`src/rtl/load_store_unit.sv`:
```
// RV32I load/store unit: alignment check, req/gnt/rvalid memory
// handshake, load extension and a timeout that abandons stuck accesses.
module load_store_unit #(
    parameter int TIMEOUT_CYCLES = 255,
    parameter int CNT_W          = 8
) (
    input  logic        clk,
    input  logic        reset,
    input  logic        req_valid,
    input  logic        req_we,
    input  logic [2:0]  req_funct3,
    input  logic [31:0] req_addr,
    input  logic [31:0] req_wdata,
    output logic        stall,
    output logic        done,
    output logic [31:0] rdata,
    output logic        misaligned,
    output logic        err,
    output logic        mem_req,
    output logic        mem_we,
    output logic [31:0] mem_addr,
    output logic [3:0]  mem_be,
    output logic [31:0] mem_wdata,
    input  logic        mem_gnt,
    input  logic        mem_rvalid,
    input  logic [31:0] mem_rdata
);

    typedef enum logic [1:0] {IDLE, REQ, WAIT, RESP} state_t;

    state_t           state;
    state_t           state_nx;
    logic [CNT_W-1:0] cnt;
    logic [2:0]       f3_q;
    logic [1:0]       off_q;
    logic             mis_q;
    logic             err_q;
    logic             illegal;
    logic             fault;
    logic             tmo;
    logic [3:0]       be_c;
    logic [31:0]      wd_c;
    logic [31:0]      ld_c;
    logic [7:0]       ld_b;
    logic [15:0]      ld_h;

    assign done       = (state == RESP);
    assign misaligned = done & mis_q;
    assign err        = done & err_q;
    assign stall      = req_valid & ~done;
    assign tmo        = (cnt == CNT_W'(TIMEOUT_CYCLES));

    // Decode the incoming request: fault detection, lanes and store data
    always_comb begin
        illegal = 1'b0;
        be_c    = 4'b1111;
        wd_c    = req_wdata;
        if (req_we) begin
            illegal = (req_funct3 >= 3'd3);
        end else begin
            illegal = (req_funct3 == 3'd3) || (req_funct3[2:1] == 2'b11);
        end
        fault = illegal
              | ((req_funct3[1:0] == 2'd1) & req_addr[0])
              | ((req_funct3[1:0] == 2'd2) & (req_addr[1:0] != 2'b00));
        case (req_funct3[1:0])
            2'd0: begin
                be_c = 4'b0001 << req_addr[1:0];
                wd_c = {4{req_wdata[7:0]}};
            end
            2'd1: begin
                be_c = 4'b0011 << {req_addr[1], 1'b0};
                wd_c = {2{req_wdata[15:0]}};
            end
            default: begin
                be_c = 4'b1111;
                wd_c = req_wdata;
            end
        endcase
    end

    // Pick the addressed lane out of the returned word and extend it
    always_comb begin
        ld_b = mem_rdata[{off_q, 3'b000} +: 8];
        ld_h = mem_rdata[{off_q[1], 4'b0000} +: 16];
        case (f3_q)
            3'd0:    ld_c = {{24{ld_b[7]}}, ld_b};
            3'd4:    ld_c = {24'b0, ld_b};
            3'd1:    ld_c = {{16{ld_h[15]}}, ld_h};
            3'd5:    ld_c = {16'b0, ld_h};
            default: ld_c = mem_rdata;
        endcase
    end

    // Next-state logic; a completed handshake wins over a same-cycle timeout
    always_comb begin
        state_nx = state;
        unique case (state)
            IDLE: begin
                if (req_valid) begin
                    state_nx = fault ? RESP : REQ;
                end
            end
            REQ: begin
                if (mem_gnt) begin
                    state_nx = mem_we ? RESP : WAIT;
                end else if (tmo) begin
                    state_nx = RESP;
                end
            end
            WAIT: begin
                if (mem_rvalid || tmo) begin
                    state_nx = RESP;
                end
            end
            RESP: state_nx = IDLE;
        endcase
    end

    // State register
    always_ff @(posedge clk) begin
        if (!reset) begin
            state <= IDLE;
        end else begin
            state <= state_nx;
        end
    end

    // Latched access, memory port registers, timeout counter and result
    always_ff @(posedge clk) begin
        if (!reset) begin
            cnt       <= '0;
            f3_q      <= 3'b0;
            off_q     <= 2'b0;
            mis_q     <= 1'b0;
            err_q     <= 1'b0;
            rdata     <= 32'b0;
            mem_req   <= 1'b0;
            mem_we    <= 1'b0;
            mem_addr  <= 32'b0;
            mem_be    <= 4'b0;
            mem_wdata <= 32'b0;
        end else begin
            unique case (state)
                IDLE: begin
                    cnt <= '0;
                    if (req_valid) begin
                        f3_q  <= req_funct3;
                        off_q <= req_addr[1:0];
                        mis_q <= fault;
                        err_q <= 1'b0;
                        if (!fault) begin
                            mem_req   <= 1'b1;
                            mem_we    <= req_we;
                            mem_addr  <= {req_addr[31:2], 2'b00};
                            mem_be    <= be_c;
                            mem_wdata <= wd_c;
                        end
                    end
                end
                REQ: begin
                    cnt <= cnt + CNT_W'(1);
                    if (mem_gnt) begin
                        mem_req <= 1'b0;
                        mem_we  <= 1'b0;
                    end else if (tmo) begin
                        mem_req <= 1'b0;
                        mem_we  <= 1'b0;
                        err_q   <= 1'b1;
                        rdata   <= 32'b0;
                    end
                end
                WAIT: begin
                    cnt <= cnt + CNT_W'(1);
                    if (mem_rvalid) begin
                        rdata <= ld_c;
                    end else if (tmo) begin
                        err_q <= 1'b1;
                        rdata <= 32'b0;
                    end
                end
                RESP: begin
                    cnt   <= '0;
                    mis_q <= 1'b0;
                    err_q <= 1'b0;
                end
            endcase
        end
    end

endmodule

```
`config.mk`:
```
export PLATFORM = sky130hd
export DESIGN_NAME = load_store_unit
export DESIGN_NICKNAME = d
export VERILOG_FILES = /design/src/rtl/load_store_unit.sv
export SDC_FILE = /design/constraint.sdc
export NUM_CORES = 1
export LEC_CHECK = 0
export ABC_CLOCK_PERIOD_IN_PS = 2210
export BUFFER_PORTS_ARGS = -buffer_cell sky130_fd_sc_hd__buf_2
export CAP_MARGIN = 30
export CORE_AREA = 3 3 113 115
export DETAILED_ROUTE_END_ITERATION = 8
export DIE_AREA = 0 0 116 118
export GPL_TIMING_DRIVEN = 0
export PLACE_DENSITY = 0.74
export SLEW_MARGIN = 10
export SYNTH_ARGS = -nofsm -noshare
export SYNTH_HDL_FRONTEND = slang
export SYNTH_SLANG_ARGS = --single-unit
export TNS_END_PERCENT = 50
```
`constraint.sdc`:
```
create_clock -name clk -period 2.21 [get_ports clk]
set_input_delay 0.1105 -clock clk [delete_from_list [all_inputs] [get_ports clk]]
set_output_delay 0.1105 -clock clk [all_outputs]
set_load 0.1 [all_outputs]
```
# Word-level counts from Yosys, hierarchy flattened
# Cells that the tools add are included.
[totals] register_bits=117 latchBits=0 ramBits=0 mem_bits_ro=0 in_bits=105 out_inout_bits=106 wordCells=93 n_memories=0
[classes] addsub=1 multipliers=0 n_div=0 magnitude_cmp=1 n_eq_ne=17 shift=4 n_mux=31 bitwise=9 reduce_logical=18
[op_table] cell="case mux 32 bit (2 select lines)" count=2
[op_table] cell="case mux 32 bit (4 select lines)" count=1
[op_table] cell="two-way mux 32 bit" count=3
[op_table] cell="variable part select 32 x 6 -> 16 bit" count=1
[op_table] cell="variable part select 32 x 6 -> 8 bit" count=1
[op_table] cell="case mux 8 bit (2 select lines)" count=1
[op_table] cell="two-way mux 1 bit" count=13
[op_table] cell="two-way mux 2 bit" count=5
[op_table] cell="!= test 2 bit (second input constant)" count=5
[op_table] cell="AND reduction 3 bit" count=3
[op_table] cell="adder 8 x 1 -> 8 bit (second input constant)" count=1
[op_table] cell="== test 2 bit (second input constant)" count=4
[op_table] cell="== test 8 bit (second input constant)" count=1
[op_table] cell="case mux 2 bit (4 select lines)" count=1
[op_table] cell="case mux 4 bit (2 select lines)" count=1
[op_table] cell="nonzero test 2 bit" count=4
[op_table] cell="== test 3 bit (second input constant)" count=2
[op_table] cell="case mux 1 bit (2 select lines)" count=3
[op_table] cell="AND reduction 2 bit" count=3
[op_table] cell="AND 1 bit" count=5
[op_table] cell="== test 2 x 1 -> 1 bit (second input constant)" count=2
[op_table] cell="zero test 2 bit" count=2
[op_table] cell="case mux 1 bit (4 select lines)" count=1
[op_table] cell="AND reduction 4 bit" count=1
[op_table] cell="other kinds (11)" count=15

# Logic depth before layout (Yosys ltp)
[logic_depth] word_depth=8 mapped_depth=8 ltp_nobuf=6

# Least setup slack after synthesis
# No wires, ideal clock.
[synth_path] kind="register -> output" startpoint="register state[0]" endpoint="output stall" arrival_time_ns=2.390 required_time_ns=2.099 path_slack_ns=-0.290 path_stages_with_launch=3 n_path_buf=0 path_cell_list="dfxtp_1 ha_1 nor2b_1"
[synth_via] elab_chain_cells=3
[synth_lines] element="start: declaration" line_no="31" source="state_t state;"
[synth_lines] element="start signal: assignment" line_no="125" source="state <= state_nx;"
[synth_lines] element="== test 2 bit" line_no="47" source="assign done = (state == RESP);"
[synth_lines] element="via done" line_no="15" source="output logic done,"
[synth_lines] element="NOT 1 bit" line_no="50" source="assign stall = req_valid & ~done;"
[synth_lines] element="AND 1 bit" line_no="50"
[synth_lines] element="end: declaration" line_no="14" source="output logic stall,"
# The timed path passes the listed nets, and every way through them passes these cells.

# Worst setup path in the final report
[layout_path] startpoint="register state[1]" endpoint="register rdata[15]"
[layout_via] elab_chain_cells=3
[layout_lines] element="== test 2 x 1 -> 1 bit or == test 2 bit (tied branches)" line_no="144" source="unique case (state)"
[layout_lines] element="!= test 2 bit (no line) or nonzero test 2 bit (tied branches)"
[layout_lines] element="AND reduction 2 bit (no line)"
[layout_lines] element="end signal: assignment" line_no="176" source="rdata <= ld_c;"
[layout_lines] element="end: declaration" line_no="16" source="output logic [31:0] rdata,"
# Several ways; a longest one is shown, not always the timed one.
# A chain may end at the register's enable or synchronous reset.

==> impl_metrics.py <==
metrics = {
    "outcome": {
        "status": "complete, no violations",
    },
    "clock_network": {
        "post_cts_buffers": 0,
        "cts_max_level": 4,
        "cts_buffers": 17,
        "cts_root_buffer": "clkbuf_16",
        "clkLatencyLatePin_ns": 0.42,
        "cts_num_sinks": 117,
        "clk_pin_slew_ns": 0.05,
        "clockBufferDepth": 2,
        "tritoncts": "done",
    },
    "yosys": {
        "synth_area_leader_cell": "dfxtp_1",
        "synthTopCellsByCount": "nand2_1, dfxtp_1, a21oi_1, nor2_1, mux2i_1",
        "synthDistinctLibCells": 63,
        "post_synth.cell_area_avg_um2": 8.86,
        "synth_top_area_share_pct": 44.0,
        "syn_inst": 600,
        "synth.yosys.seq_area_share_pct": 44.0,
        "ys_ff_latch": 117,
        "ys_warn_count": 0,
        "netlist_top_cells_area": "dfxtp_1, nand2_1, a21oi_1",
        "syn_area_mm2": 0.00532,
        "ys_async_sr_fraction_pct": 0,
        "synth_edf_count": 0,
        "synth-main-ff-cell": "dfxtp_1",
        "synth.most_common_cell": "nand2_1",
    },
    "global_route": {
        "antenna_found_initial": 0,
        "track_usage_pct": 24.5,
        "grt_pass1_vias": 5379,
        "grt_max_degree": 17,
        "grt_pass1_wl_um": 26500,
        "gr-total-overflow": 0,
    },
    "detailed_routing": {
        "ant_nets": 0,
        "vias": 5490,
        "drt_iter0_markers": 261,
        "routedWlPerCell_um": 16.4,
        "via_per_inst": 5.26,
        "routed_wl_um": 17100,
        "drc": 0,
        "drt_first_pass_iters": 5,
    },
    "power": {
        "p_per_area_mw_per_mm2": 1090,
        "vdd_ir_drop_max_uv": 542,
        "p_switching_mw": 3.51,
        "p_seq_share_pct": 30.1,
        "p_leak_nw": 3.50,
        "power_mw": 8.36,
        "p_clk_share_pct": 31.6,
        "p_int_mw": 4.84,
        "swShare_pct": 42.0,
        "p_comb_share_pct": 38.3,
    },
    "floorplan": {
        "dieHeight_um": 118,
        "fp.coreArea_mm2": 0.0119,
        "dieArea_mm2": 0.0137,
        "die-width_um": 116,
        "pin_count": 211,
        "initial_utilization_pct": 44.7,
        "rows": 40,
    },
    "sta": {
        "min_period_ns": 2.03,
        "grt_setup_unrepaired": "false",
        "worst_pin_slew_ns": 0.787,
        "holdWs_ns": 0.0238,
        "post-route-period-util_pct": 92.0,
        "max_freq_mhz": 492,
        "finClkSkew_ns": 0.00807,
        "setup_viol": 0,
        "layout_setup_ws_ns": 0.178,
        "drv_slew": 0,
        "hold_violations": 0,
        "relSlewSlack_pct": 47.1,
        "tns_ns": 0,
    },
    "final_layout": {
        "diodes": 0,
        "drive_above_1_share_pct": 31.8,
        "final_util_pct": 64.6,
        "design_area_mm2": 0.00769,
        "finalNetCount": 994,
        "layout.cells.non_filler": 1043,
        "syn_to_final_growth_pct": 44.6,
    },
    "worst_setup_path": {
        "start_kind": "flop",
        "critPathArrivalTime_ns": 2.38,
        "worstSetupPathType": "reg2reg",
        "path_max_fanout": 9,
        "required_ns": 2.56,
        "rr_worst_depth": 6,
        "critPathCaptureType": "flop",
    },
    "worst_hold_path": {
        "whs_path_depth": 3,
        "hold_class": "in2reg",
    },
    "placement": {
        "placed_cell_area_mm2": 0.00654,
        "pre_cts_ws_ns": 0.117,
        "dp.cells": 954,
        "dpl.hpwl_um": 12000,
        "place.gp.congestion": 0.826,
        "io_buffer_count": 206,
    },
    "job": {
        "drv_cap": 0,
    },
}
registers in the layout (all words and copies together) (netlist names):
register	cells
state	2
mem_wdata	32
mem_req	1
f3_q	3
cnt	8
off_q	2
err_q	1
mem_addr	30
mem_be	4
mem_we	1
rdata	32
mis_q	1
cell type report:
cell class,instances,area (µm²)
timing repair buffer,264,1610
clock buffer,28,527
sequential,117,2340
fill,1009,4220
multi-input combinational,427,2670
inverter,9,33.8
clock inverter,3,40.0
buffer,48,284
tap,147,184
path summary, 6_finish.rpt:
kind          endpoint          from  slack, ns
max reg2reg  rdata[15]      state[1]       0.18
max          rdata[15]      state[1]       0.18
min reg2reg     cnt[0]        cnt[0]       0.44
min           rdata[4]  mem_rdata[4]       0.02
worst max-delay path, stage by stage, from the launching register on:
cell	delay, ns
dfxtp_1	0.38
inv_1	0.10
ha_2	0.24
nand2_2	0.11
nand4_2	0.22
nor4_2	0.72
a221o_1	0.20
power groups by stage:
stage               clock [mW]  sequential (mW)  combinational, mW
floorplan                    0             4.02               1.03
global placement             0             2.55               3.09
detailed placement           0             2.55               3.10
CTS                       2.66             2.51               3.19
global route              2.78             2.55               3.38
finish                    2.64             2.52               3.20
layer usage:
metal / vias to the layer above / wire [µm] / track usage, %
met2: 247 / 8350 / 41.1
met1: 2498 / 6870 / 28.2
li1: 2711 / - / -
met5: - / 0 / 0
met4: 0 / 471 / 10.2
met3: 34 / 1400 / 8.53
cells by family (layout without fill, tap and decap cells):
kind of cell               Yosys count  in the layout  synth area share [%]
and+or+nand+nor                    208            208                  18.4
AOI/OAI and AO/OA                  174            174                  23.2
DFF                                117            117                  44.0
buffers and inverters               57            352                  5.97
muxes                               33             33                  6.33
adders and majority gates            5              5                  1.18
xor gates and xnor gates             5              5                 0.823
other                                1              2                0.0705
placed cells by master, fill, tap and decap left out, drive strengths merged, types with 3 or more instances in the layout:
master and n:
a211o 4, a211oi 21, a21oi 65, a221o 21
a22o 11, and2 5, and3 6, buf 236
clkbuf 46, dfxtp 117, dlygate4sd3 58, ha 5
inv 9, mux2i 31, nand2 119, nand2b 6
nand3 9, nor2 34, nor2b 8, nor3 4
nor4 3, o21ai 22, o21bai 5, o2bb2ai 4
or3 5, xnor2 3
repair_timing:
| action | 4_1_cts | 5_1_grt |
|---|---|---|
| resized for setup | 0 | 2 |
| endpoints found under the setup margin | 0 | 52 |
| hold buffers | 58 | 0 |
| hold endpoints to repair | 58 | 0 |
Power figures use the tool's default switching activity.
